### src/rtl/bit_serial_subtractor8.sv
// Bit-serial A - B - Bin, one bit per clock (LSB first) with a start/busy/done handshake.
// Optional status flags (Zero, Neg, Ovf) are built when SUB_STATUS_FLAGS_EN is defined.
module bit_serial_subtractor8 #(
  parameter int unsigned WIDTH = 8
) (
  input  logic             clk,
  input  logic             rst,
  input  logic             start,
  input  logic [WIDTH-1:0] A,
  input  logic [WIDTH-1:0] B,
  input  logic             Bin,
  output logic             busy,
  output logic             done,
  output logic [WIDTH-1:0] Diff,
  output logic             Bout
`ifdef SUB_STATUS_FLAGS_EN
  ,
  output logic             Zero,
  output logic             Neg,
  output logic             Ovf
`endif
);

  localparam int unsigned CNT_W = $clog2(WIDTH);

  typedef enum logic [1:0] {
    S_IDLE = 2'd0,
    S_RUN  = 2'd1,
    S_DONE = 2'd2
  } state_t;

  state_t             r_state;
  state_t             w_state_nxt;

  logic [WIDTH-1:0]   r_a_sr;
  logic [WIDTH-1:0]   r_b_sr;
  logic [WIDTH-2:0]   r_res_sr;
  logic               r_bw;
  logic [CNT_W-1:0]   r_cnt;
  logic               r_busy;
  logic               r_done;
  logic [WIDTH-1:0]   r_diff;
  logic               r_bout;

  logic               w_ready;
  logic               w_accept;
  logic               w_last;
  logic               w_a;
  logic               w_b;
  logic               w_d;
  logic               w_bw_nxt;
  logic [WIDTH-1:0]   w_res_nxt;

`ifdef SUB_STATUS_FLAGS_EN
  logic               r_a_msb;
  logic               r_b_msb;
  logic               r_zero;
  logic               r_neg;
  logic               r_ovf;
`endif

  assign w_ready  = (r_state == S_IDLE) || (r_state == S_DONE);
  assign w_accept = start && w_ready;
  assign w_last   = (r_state == S_RUN) && (r_cnt == CNT_W'(WIDTH - 1));

  // Full-subtractor cell on the current LSBs and the borrow flip-flop
  assign w_a       = r_a_sr[0];
  assign w_b       = r_b_sr[0];
  assign w_d       = w_a ^ w_b ^ r_bw;
  assign w_bw_nxt  = (~w_a & w_b) | (~(w_a ^ w_b) & r_bw);
  // The final difference bit goes straight to Diff, so the shift register keeps WIDTH-1 bits
  assign w_res_nxt = {w_d, r_res_sr};

  always_ff @(posedge clk or posedge rst) begin
    if (rst) begin
      r_state <= S_IDLE;
    end else begin
      r_state <= w_state_nxt;
    end
  end

  always_comb begin
    w_state_nxt = r_state;
    case (r_state)
      S_IDLE:  if (start) w_state_nxt = S_RUN;
      S_RUN:   if (w_last) w_state_nxt = S_DONE;
      S_DONE:  w_state_nxt = start ? S_RUN : S_IDLE;
      default: w_state_nxt = S_IDLE;
    endcase
  end

  // Handshake outputs registered from the next state
  always_ff @(posedge clk or posedge rst) begin
    if (rst) begin
      r_busy <= 1'b0;
      r_done <= 1'b0;
    end else begin
      r_busy <= (w_state_nxt == S_RUN);
      r_done <= (w_state_nxt == S_DONE);
    end
  end

  always_ff @(posedge clk or posedge rst) begin
    if (rst) begin
      r_a_sr   <= '0;
      r_b_sr   <= '0;
      r_res_sr <= '0;
      r_bw     <= 1'b0;
      r_cnt    <= '0;
      r_diff   <= '0;
      r_bout   <= 1'b0;
    end else if (w_accept) begin
      r_a_sr <= A;
      r_b_sr <= B;
      r_bw   <= Bin;
      r_cnt  <= '0;
    end else if (r_state == S_RUN) begin
      r_a_sr   <= {1'b0, r_a_sr[WIDTH-1:1]};
      r_b_sr   <= {1'b0, r_b_sr[WIDTH-1:1]};
      r_res_sr <= w_res_nxt[WIDTH-1:1];
      r_bw     <= w_bw_nxt;
      r_cnt    <= r_cnt + CNT_W'(1);
      if (w_last) begin
        r_diff <= w_res_nxt;
        r_bout <= w_bw_nxt;
      end
    end
  end

`ifdef SUB_STATUS_FLAGS_EN
  // Operand sign bits are kept for the signed-overflow flag
  always_ff @(posedge clk or posedge rst) begin
    if (rst) begin
      r_a_msb <= 1'b0;
      r_b_msb <= 1'b0;
      r_zero  <= 1'b0;
      r_neg   <= 1'b0;
      r_ovf   <= 1'b0;
    end else if (w_accept) begin
      r_a_msb <= A[WIDTH-1];
      r_b_msb <= B[WIDTH-1];
    end else if (w_last) begin
      r_zero <= (w_res_nxt == '0);
      r_neg  <= w_res_nxt[WIDTH-1];
      r_ovf  <= (r_a_msb != r_b_msb) && (w_res_nxt[WIDTH-1] != r_a_msb);
    end
  end

  assign Zero = r_zero;
  assign Neg  = r_neg;
  assign Ovf  = r_ovf;
`endif

  assign busy = r_busy;
  assign done = r_done;
  assign Diff = r_diff;
  assign Bout = r_bout;

endmodule
### config.mk
export PLATFORM = sky130hd
export DESIGN_NAME = bit_serial_subtractor8
export DESIGN_NICKNAME = d
export VERILOG_FILES = /design/src/rtl/bit_serial_subtractor8.sv
export SDC_FILE = /design/constraint.sdc
export NUM_CORES = 1
export LEC_CHECK = 0
export ABC_CLOCK_PERIOD_IN_PS = 1800
export BUFFER_PORTS_ARGS = -buffer_cell sky130_fd_sc_hd__buf_2
export CAP_MARGIN = 20
export CORE_UTILIZATION = 57
export CTS_BUF_LIST = sky130_fd_sc_hd__clkbuf_4
export DETAILED_ROUTE_END_ITERATION = 8
export GPL_TIMING_DRIVEN = 1
export PLACE_DENSITY = 0.78
export SYNTH_ARGS = -nofsm -noshare
export SYNTH_HDL_FRONTEND = slang
export SYNTH_SLANG_ARGS = --single-unit
### constraint.sdc
create_clock -name clk -period 1.8 [get_ports clk]
set_input_delay 0.36 -clock clk [delete_from_list [all_inputs] [get_ports clk]]
set_output_delay 0.36 -clock clk [all_outputs]
set_load 0.01 [all_outputs]
-- After elaboration in Yosys (flattened, before gate mapping)
Index checks and enable logic that the tools add are counted.
- register bits after elaboration: 40
- output and inout port bits: 11
- eq/ne operators: 5
- reduce and logical (&&, ||, !) cells: 7
- add/subtract/negate cells: 1
- mux-type cells: 12
- bitwise logic cells: 8
- operators with widths (cell ; count):
    2-to-1 mux 8 bit ; 4
    2-to-1 mux 3 bit ; 2
    case mux 2 bit (3 select lines) ; 1
    equality test 2 x 1 -> 1 bit (second input constant) ; 2
    equality test 2 bit (second input constant) ; 2
    2-to-1 mux 2 bit ; 2
    adder 3 x 1 -> 3 bit (second input constant) ; 1
    equality test 3 bit (second input constant) ; 1
    2-to-1 mux 1 bit ; 3
    NOT 1 bit ; 3
    AND reduction 3 bit ; 1
    AND 1 bit ; 2
    logical AND 1 bit ; 2
    logical NOT 2 bit ; 1
    AND reduction 2 bit ; 1
    nonzero test 2 bit ; 1
    bitwise XOR 1 bit ; 2
    logical OR 1 bit ; 1
    bitwise OR 1 bit ; 1

-- Longest topological paths before layout
Gate-level depths: netlist (run 1).
- depth in word-level cells: 6
- gate-level depth with buffers: 6

-- Worst setup path before layout (run 1)
No wires, ideal clock.
- kind: reg2reg
- start point: reg r_cnt[0]
- end point: reg r_diff[0] (netlist: Diff[0])
- clock period less this slack: 1.495 ns
- data arrival time: 1.371 ns
- library setup time: 0.125 ns
- cell stages (with the launch flop): 6
- slack: 0.305 ns
- required time: 1.675 ns
- buffers on the path: 1
- cells stage by stage: dfrtp_1 > ha_1 > ha_1 > nand3b_1 > buf_4 > mux2_2
- longest elaborated chain between the ends: 3
- ends and longest elaborated chain (element ; line ; source):
    start, declared ; 39 ; logic [CNT_W-1:0] r_cnt;
    start signal, assigned ; 122 ; r_cnt <= r_cnt + CNT_W'(1);
    equality test 3 bit ; 64 ; assign w_last = (r_state == S_RUN) && (r_cnt == CNT_W'(WIDTH - 1));
    logical AND 1 bit ; 64 ;
    AND reduction 3 bit (no source line) ; -- ;
    end signal, assigned ; 124 ; r_diff <= w_res_nxt;
    end, declared ; 42 ; logic [WIDTH-1:0] r_diff;
Every way passes these cells.
A chain may end at the register's enable or synchronous reset.

-- Worst setup path after layout (run 1)
Same ends and word-level chain as after synthesis.

==> flow_metrics.env, run 1 <==
export IMPL_antenna_found_initial=0
export IMPL_crit_path_end_kind="flip-flop"
export IMPL_slowest_delay_ps=420
export IMPL_cts_tree="done"
export IMPL_path_max_fanout=12
export IMPL_finalNetCount=208
export IMPL_vias=1234
export IMPL_holdWs_ps=107
export IMPL_numCtsBuffers=5
export IMPL_die_area_um2=3160
export IMPL_clock_power_share=0.169
export IMPL_crit_slowest_cell="dfrtp_1"
export IMPL_critical_path_cell_chain="ha_1 -> ha_1 -> nand3b_1 -> buf_4 -> mux2_2"
export IMPL_slew_headroom=0.676
export IMPL_ir_worst_vdd_mv=1.31
export IMPL_final_util=0.698
export IMPL_critical_path_class="flip-flop to flip-flop"
export IMPL_grt_pass1_vias=1218
export IMPL_fin_crit_sh=0.872
export IMPL_synthesis_nets=175
export IMPL_cts_sinks=40
export IMPL_power_frac_seq=0.447
export IMPL_crit_family="flip-flops"
export IMPL_cpMostUsedCell="ha_1"
export IMPL_leakagePower_nw=0.963
export IMPL_drv_cap=0
export IMPL_cts_clk_slew_worst_paths_ps=120
export IMPL_wirelength_mm=3.13
export IMPL_finalPower_mw=3.51
export IMPL_outcome="finished clean"
export IMPL_worst_clock_skew_ps=8.46
export IMPL_hold_viol=0
export IMPL_fill_cells=229
export IMPL_arrival_ps=1820
export IMPL_cts_resized=0
export IMPL_layout_min_cycle_time_ps=1570
export IMPL_layout_area_overhead_vs_synth_pct=15.7
export IMPL_internal_power_mw=2.24
export IMPL_drtIter0Drc=26
export IMPL_grt_pass1_wl_mm=5.55
export IMPL_pwr_share_comb=0.384
export IMPL_p_sw_frac=0.361
export IMPL_cp_buffers_inverters=1
export IMPL_htree_levels=2
export IMPL_r2r_cells=5
export IMPL_cp_data_required_time_ps=2050
export IMPL_die_y_um=56.3
export IMPL_crit_path_start="r_cnt[0]"
export IMPL_layout_common_cells="40 x dfrtp_1, 30 x buf_2, 23 x nand2_1, 11 x nor2_1"
export IMPL_row_count=19
export IMPL_clock_latency_ps=350
export IMPL_grtUsageTotal=0.233
export IMPL_synthesis_instances=152
export IMPL_dp_hpwl_mm=2.06
export IMPL_die_x_um=56.3
export IMPL_route_detailed_drc=0
export IMPL_drive_above_1_share=0.285
export IMPL_vias_per_cell=5.69
export IMPL_post_cts_buffers=0
export IMPL_ys_seq_elements=40
export IMPL_seq_area_frac_synth=0.597
export IMPL_clockBufferDepth=2
export IMPL_yosysUniqueCellTypes=25
export IMPL_numPortBuffers=30
export IMPL_diodes=0
export IMPL_power_density_nw_per_um2=1810
export IMPL_worstReg2RegStart="r_cnt[0]"
export IMPL_syn_mean_instance_area_um2=11.0
export IMPL_ioPinCount=31
export IMPL_ys_warn_count=0
export IMPL_r2r_setup_slack_ps=230
export IMPL_r2r_end="Diff[0]"
export IMPL_hold_buffers=0
export IMPL_crit_path_start_kind="flip-flop"
export IMPL_cp_num_cells=5
export IMPL_routedWlPerCell_um=14.4
export IMPL_core_um2=2780
export IMPL_start_util=0.603
export IMPL_clock_fmax_mhz=637
export IMPL_final_common_cell="dfrtp_1"
export IMPL_hold_path_class="input port to async pin"
export IMPL_critPathCapture="Diff[0]"
export IMPL_fin_tns_setup_ps=0
export IMPL_worst_pin_slew_ps=486
export IMPL_rsz0062_at_grt="no"
export IMPL_first_pass_iters=4
export IMPL_clock_root_buffer="clkbuf_4"
export IMPL_setup_viol=0
export IMPL_p_sw_mw=1.27
export IMPL_antenna_left=0
export IMPL_grt_max_degree=41
export IMPL_routabilityCongestion=0.709
export IMPL_syn_cell_area_um2=1680
export IMPL_grt_overflow=0
export IMPL_maxSlewViolCount=0
[Yosys cell counts, drive strengths merged]
| cell type | n | area share |
|---|---|---|
| o22ai | 9 | 0.034 |
| nor2 | 11 | 0.025 |
| dfrtp | 40 | 0.60 |
| a22o | 4 | 0.021 |
| nand2 | 23 | 0.051 |
| clkbuf | 2 | 0.0045 |
| buf | 8 | 0.026 |
| ha | 2 | 0.015 |
| mux2i | 4 | 0.024 |
| o21ai | 4 | 0.012 |
| nor2b | 5 | 0.019 |
| nand3b | 1 | 0.0045 |
| a22oi | 1 | 0.0045 |
| nand3 | 2 | 0.0060 |
| inv | 5 | 0.011 |
| mux2 | 9 | 0.060 |
| a211oi | 4 | 0.018 |
| a21oi | 5 | 0.015 |
| nand2b | 2 | 0.0075 |
| fa | 1 | 0.012 |
| nor3 | 8 | 0.024 |
| and2b | 1 | 0.0045 |
| a221o | 1 | 0.0060 |
[power by group through the flow]
| stage | Clock (mW) | Sequential, mW | Combinational (mW) |
|---|---|---|---|
| 2_1_floorplan | 0 | 1.57 | 0.958 |
| 3_3_place_gp | 0 | 1.56 | 1.29 |
| 3_5_place_dp | 0 | 1.58 | 1.35 |
| 4_1_cts | 0.604 | 1.57 | 1.37 |
| 5_1_grt | 0.646 | 1.61 | 1.53 |
| 6_report | 0.593 | 1.57 | 1.35 |
[per-stage QoR]
stage,instance area (um^2),instances,worst slack [ps]
floorplan,1680,152,305
global placement,1860,209,283
detailed placement,1860,209,221
CTS,1940,217,223
global route,1940,217,148
finish,1940,217,231
[per-layer routing]
metal / share of wire / wire, um / global-route usage
met3: 0.054 / 170 / 0.0829
met5: 0 / 0 / 0
met4: 0.019 / 58 / 0.0836
met2: 0.48 / 1520 / 0.384
met1: 0.44 / 1390 / 0.285
[logic make-up (layout without fill, tap and decap cells)]
group,after synthesis,count (layout),share of synthesized area
mux,13,13,0.0843
fa+ha+maj,3,3,0.0268
flops,40,40,0.597
buf+inv,15,49,0.0418
simple gates,53,53,0.141
compound gates,28,28,0.110
[sequential cells by signal (all words and copies together) (netlist names)]
register and flops:
done 1, r_b_sr 8, r_bw 1, r_res_sr 7, Diff 8, r_cnt 3, r_a_sr 8, r_state 2
Bout 1, busy 1
[area by class of cell]
| type | instances | area [um^2] | area share |
|---|---|---|---|
| Inverter | 5 | 18.8 | 0.00967 |
| Multi-Input combinational cell | 97 | 607 | 0.313 |
| Clock inverter | 3 | 42.5 | 0.0219 |
| Clock buffer | 5 | 37.5 | 0.0193 |
| Sequential cell | 40 | 1000 | 0.516 |
| Tap cell | 31 | 38.8 | 0.0200 |
| Timing Repair Buffer | 36 | 195 | 0.101 |
[worst register-to-register path: stages (launching register included)]
cell and delay [ps]:
dfrtp_1 420, ha_1 210, ha_1 200, nand3b_1 90, buf_4 200, mux2_2 360
[how the worst min path moves through the flow]
stage | startpoint | end | slack [ps] | cells past startpoint
2_1_floorplan | r_res_sr[0] | r_res_sr[0] | 440 | 2
6_report | rst | Diff[3] | 110 | 3
3_3_place_gp | r_res_sr[0] | r_res_sr[0] | 460 | 2
4_1_cts | rst | Diff[7] | 110 | 3
5_1_grt | rst | Diff[3] | 140 | 3
3_5_place_dp | Bout | Bout | 470 | 2
Power figures use the tool's default switching activity.
==> run 2, diff against run 1 <==
--- a/config.mk
+++ b/config.mk
@@ -13,6 +13,7 @@
 export DETAILED_ROUTE_END_ITERATION = 8
 export GPL_TIMING_DRIVEN = 1
 export PLACE_DENSITY = 0.78
+export REMOVE_ABC_BUFFERS = 1
 export SYNTH_ARGS = -nofsm -noshare
 export SYNTH_HDL_FRONTEND = slang
 export SYNTH_SLANG_ARGS = --single-unit
==> flow_metrics.env, run 2 (synthesized netlist as in run 1, its figures left out) <==
export IMPL_routedWlPerCell_um=14.3
export IMPL_outcome="finished clean"
export IMPL_numPortBuffers=30
export IMPL_die_area_um2=3160
export IMPL_wirelength_mm=3.12
export IMPL_power_density_nw_per_um2=1740
export IMPL_arrival_ps=1850
export IMPL_p_sw_mw=1.22
export IMPL_maxSlewViolCount=0
export IMPL_layout_area_overhead_vs_synth_pct=14.7
export IMPL_dp_hpwl_mm=2.10
export IMPL_pwr_share_comb=0.394
export IMPL_fin_tns_setup_ps=0
export IMPL_layout_common_cells="40 x dfrtp_1, 30 x buf_2, 23 x nand2_1, 11 x nor2_1"
export IMPL_fill_cells=215
export IMPL_crit_path_start="r_state[0]"
export IMPL_slew_headroom=0.623
export IMPL_row_count=19
export IMPL_cts_resized=0
export IMPL_drv_cap=0
export IMPL_worst_clock_skew_ps=8.83
export IMPL_core_um2=2780
export IMPL_drtIter0Drc=29
export IMPL_fin_crit_sh=0.896
export IMPL_diodes=0
export IMPL_grtUsageTotal=0.225
export IMPL_htree_levels=2
export IMPL_p_sw_frac=0.364
export IMPL_cts_clk_slew_worst_paths_ps=100
export IMPL_final_util=0.692
export IMPL_layout_min_cycle_time_ps=1610
export IMPL_ioPinCount=31
export IMPL_routabilityCongestion=0.697
export IMPL_clockBufferDepth=2
export IMPL_clock_power_share=0.133
export IMPL_worst_slack_ps=187
export IMPL_grt_overflow=0
export IMPL_numCtsBuffers=5
export IMPL_antenna_found_initial=0
export IMPL_hold_buffers=0
export IMPL_dp_slack_ps=235
export IMPL_hold_viol=0
export IMPL_route_detailed_drc=0
export IMPL_clock_fmax_mhz=620
export IMPL_hold_path_class="input port to async pin"
export IMPL_critical_path_class="flip-flop to flip-flop"
export IMPL_leakagePower_nw=0.962
export IMPL_clock_root_buffer="clkbuf_4"
export IMPL_internal_power_mw=2.13
export IMPL_ir_worst_vdd_mv=1.52
export IMPL_final_common_cell="dfrtp_1"
export IMPL_finalNetCount=209
export IMPL_setup_viol=0
export IMPL_drive_above_1_share=0.283
export IMPL_vias=1212
export IMPL_rsz0062_at_grt="no"
export IMPL_clock_latency_ps=340
export IMPL_worstReg2RegStart="r_state[0]"
export IMPL_grt_max_degree=41
export IMPL_post_cts_buffers=0
export IMPL_holdWs_ps=118
export IMPL_power_frac_seq=0.473
export IMPL_crit_path_end_kind="flip-flop"
export IMPL_antenna_left=0
export IMPL_vias_per_cell=5.56
export IMPL_cts_sinks=40
export IMPL_die_x_um=56.3
export IMPL_start_util=0.603
export IMPL_cts_tree="done"
export IMPL_grt_pass1_wl_mm=5.35
export IMPL_die_y_um=56.3
export IMPL_cp_data_required_time_ps=2040
export IMPL_grt_pass1_vias=1191
export IMPL_worst_pin_slew_ps=566
export IMPL_crit_path_start_kind="flip-flop"
export IMPL_path_max_fanout=15
export IMPL_first_pass_iters=4
-- run 2: cell types whose count changed in the layout (fill, tap and decap cells not counted) --
cell	previous run	this run
buf_4	6	7
bufinv_16	1	0
clkbuf_4	5	7
clkinvlp_4	1	0
clkinv_2	1	0
clkinv_1	0	1
-- run 2: worst paths after layout --
check                              end  cells past startpoint  slack [ps]
setup reg to reg             r_a_sr[2]                      4         190
setup / recovery             r_a_sr[2]                      4         190
hold / removal             r_res_sr[4]                      3         120
max in group asynchronous    r_b_sr[1]                      3        1340
hold reg to reg            r_res_sr[0]                      2         490
min in group clk             r_a_sr[7]                      2         230
-- run 2: final cells by class --
class | instances | area (um^2) | area share
clock buffers | 7 | 52.6 | 0.0273
flip-flops and latches | 40 | 1000 | 0.520
repair buffers | 37 | 203 | 0.105
well taps | 31 | 38.8 | 0.0202
inverters | 5 | 18.8 | 0.00975
clock inverters | 1 | 3.75 | 0.00195
multi-input cells | 97 | 607 | 0.315
-- run 2: through the flow --
stage,total power [mW],area [um^2],cells
6_report,3.35,1920,218
2_1_floorplan,2.46,1630,142
5_1_grt,3.63,1920,218
4_1_cts,3.37,1920,218
3_3_place_gp,2.84,1870,210
3_5_place_dp,2.93,1870,210
-- run 2: critical path, cell delays in order (launching register included) --
cell	delay, ps
dfrtp_1	630
nand2b_1	420
buf_4	310
nand3_1	80
nand2_1	60
-- run 2: per-layer routing --
layer  GRT usage  wire length [um]
met2       0.352              1530
met5           0                 0
met4      0.0941                42
met1       0.292              1410
met3      0.0714               131
-- run 2: power by group through the flow --
| stage | logic [mW] | registers, mW | clock network, mW |
|---|---|---|---|
| 2_1_floorplan | 0.868 | 1.59 | 0 |
| 3_3_place_gp | 1.27 | 1.57 | 0 |
| 3_5_place_dp | 1.33 | 1.60 | 0 |
| 4_1_cts | 1.33 | 1.58 | 0.459 |
| 5_1_grt | 1.50 | 1.64 | 0.494 |
| 6_report | 1.32 | 1.58 | 0.446 |
==> run 3, diff against run 2 <==
--- a/config.mk
+++ b/config.mk
@@ -8,11 +8,11 @@
 export ABC_CLOCK_PERIOD_IN_PS = 1800
 export BUFFER_PORTS_ARGS = -buffer_cell sky130_fd_sc_hd__buf_2
 export CAP_MARGIN = 20
-export CORE_UTILIZATION = 57
+export CORE_UTILIZATION = 50
 export CTS_BUF_LIST = sky130_fd_sc_hd__clkbuf_4
 export DETAILED_ROUTE_END_ITERATION = 8
 export GPL_TIMING_DRIVEN = 1
-export PLACE_DENSITY = 0.78
+export PLACE_DENSITY = 0.69
 export REMOVE_ABC_BUFFERS = 1
 export SYNTH_ARGS = -nofsm -noshare
 export SYNTH_HDL_FRONTEND = slang
==> flow_metrics.env, run 3 (synthesized netlist as in run 1, its figures left out) <==
export IMPL_numPortBuffers=30
export IMPL_cts_clk_slew_worst_paths_ps=110
export IMPL_antenna_left=0
export IMPL_r2r_end="Diff[5]"
export IMPL_grtUsageTotal=0.204
export IMPL_crit_slowest_cell="dfrtp_1"
export IMPL_clock_root_buffer="clkbuf_4"
export IMPL_vias_per_cell=5.37
export IMPL_r2r_cells=5
export IMPL_cts_tree="done"
export IMPL_layout_area_overhead_vs_synth_pct=15.0
export IMPL_layout_min_cycle_time_ps=1550
export IMPL_worstReg2RegStart="r_cnt[0]"
export IMPL_clock_latency_ps=330
export IMPL_cts_sinks=40
export IMPL_die_area_um2=3590
export IMPL_cts_resized=0
export IMPL_drv_cap=0
export IMPL_grt_pass1_wl_mm=5.30
export IMPL_grt_pass1_vias=1219
export IMPL_cpMostUsedCell="ha_1"
export IMPL_path_max_fanout=12
export IMPL_critical_path_class="flip-flop to flip-flop"
export IMPL_dp_slack_ps=270
export IMPL_hold_viol=0
export IMPL_crit_path_start_kind="flip-flop"
export IMPL_htree_levels=2
export IMPL_drtIter0Drc=36
export IMPL_row_count=20
export IMPL_hold_buffers=0
export IMPL_diodes=0
export IMPL_routabilityCongestion=0.719
export IMPL_outcome="finished clean"
export IMPL_drive_above_1_share=0.281
export IMPL_worst_pin_slew_ps=492
export IMPL_critical_path_cell_chain="ha_1 -> ha_1 -> nand3b_1 -> buf_4 -> mux2_2"
export IMPL_finalNetCount=210
export IMPL_first_pass_iters=4
export IMPL_dp_hpwl_mm=2.14
export IMPL_worst_clock_skew_ps=6.63
export IMPL_antenna_found_initial=0
export IMPL_dp_cells=224
export IMPL_vias=1229
export IMPL_ioPinCount=31
export IMPL_slew_headroom=0.672
export IMPL_worst_slack_ps=252
export IMPL_layout_common_cells="40 x dfrtp_1, 30 x buf_2, 23 x nand2_1, 11 x nor2_1"
export IMPL_fill_cells=280
export IMPL_routedWlPerCell_um=13.1
export IMPL_core_um2=3130
export IMPL_power_density_nw_per_um2=1710
export IMPL_ir_worst_vdd_mv=0.798
export IMPL_finalPower_mw=3.31
export IMPL_wirelength_mm=2.99
export IMPL_clockBufferDepth=2
export IMPL_maxSlewViolCount=0
export IMPL_clock_fmax_mhz=646
export IMPL_route_detailed_drc=0
export IMPL_cp_data_required_time_ps=2020
export IMPL_crit_path_end_kind="flip-flop"
export IMPL_leakagePower_nw=0.956
export IMPL_start_util=0.536
export IMPL_grt_max_degree=41
export IMPL_rsz0062_at_grt="no"
export IMPL_grt_overflow=0
export IMPL_numCtsBuffers=5
export IMPL_r2r_setup_slack_ps=250
export IMPL_final_common_cell="dfrtp_1"
export IMPL_slowest_delay_ps=410
export IMPL_arrival_ps=1770
export IMPL_die_x_um=59.9
export IMPL_setup_viol=0
export IMPL_post_cts_buffers=0
export IMPL_die_y_um=59.9
export IMPL_final_cell_count_no_fill=229
export IMPL_hold_path_class="input port to async pin"
export IMPL_fin_crit_sh=0.860
-- run 3: worst max-delay path by stage --
stage	startpoint	end	slack [ps]
after floorplan	r_state[0]	r_bw	-60
after global placement	r_cnt[0]	Diff[6]	310
after detailed placement	r_cnt[0]	Diff[6]	270
after CTS	r_cnt[1]	Diff[5]	250
after global routing	r_cnt[0]	Diff[0]	180
final	r_cnt[0]	Diff[5]	250
-- run 3: final cells by class --
cell class,count,area [um^2],share of cell area
inverter,5,18.8,0.00973
multi-input combinational,97,607,0.315
timing repair buffer,38,210,0.109
tap,44,55.1,0.0285
sequential,40,1000,0.519
clock buffer,5,37.5,0.0195
-- run 3: power by group --
part | internal (mW) | switching (mW)
Sequential | 1.32 | 0.237
Clock | 0.131 | 0.255
Combinational | 0.653 | 0.714
-- run 3: critical path, delay by kind of cell, from the launching register on --
kind | cells | cell delay (ps)
muxes | 1 | 350
and+or+nand+nor | 1 | 80
buffers and inverters | 1 | 190
adders and majority gates | 2 | 410
DFF | 1 | 410
-- run 3: through the flow --
| stage | instance area (um^2) | hold WS (ps) | TNS, ps | utilization |
|---|---|---|---|---|
| detailed placement | 1890 | 470 | 0 | 0.605 |
| finish | 1930 | 130 | 0 | 0.617 |
| global route | 1930 | 153 | 0 | 0.617 |
| floorplan | 1630 | 442 | -62.4 | - |
| CTS | 1930 | 134 | 0 | 0.617 |
| global placement | 1890 | 462 | 0 | 0.605 |
-- run 3: routing by layer --
metal | share of wire | vias up | track usage
met4 | 0.014 | 0 | 0.0797
met5 | 0 | - | 0
met1 | 0.45 | 599 | 0.247
met3 | 0.044 | 4 | 0.0584
li1 | - | 590 | -
met2 | 0.49 | 36 | 0.343
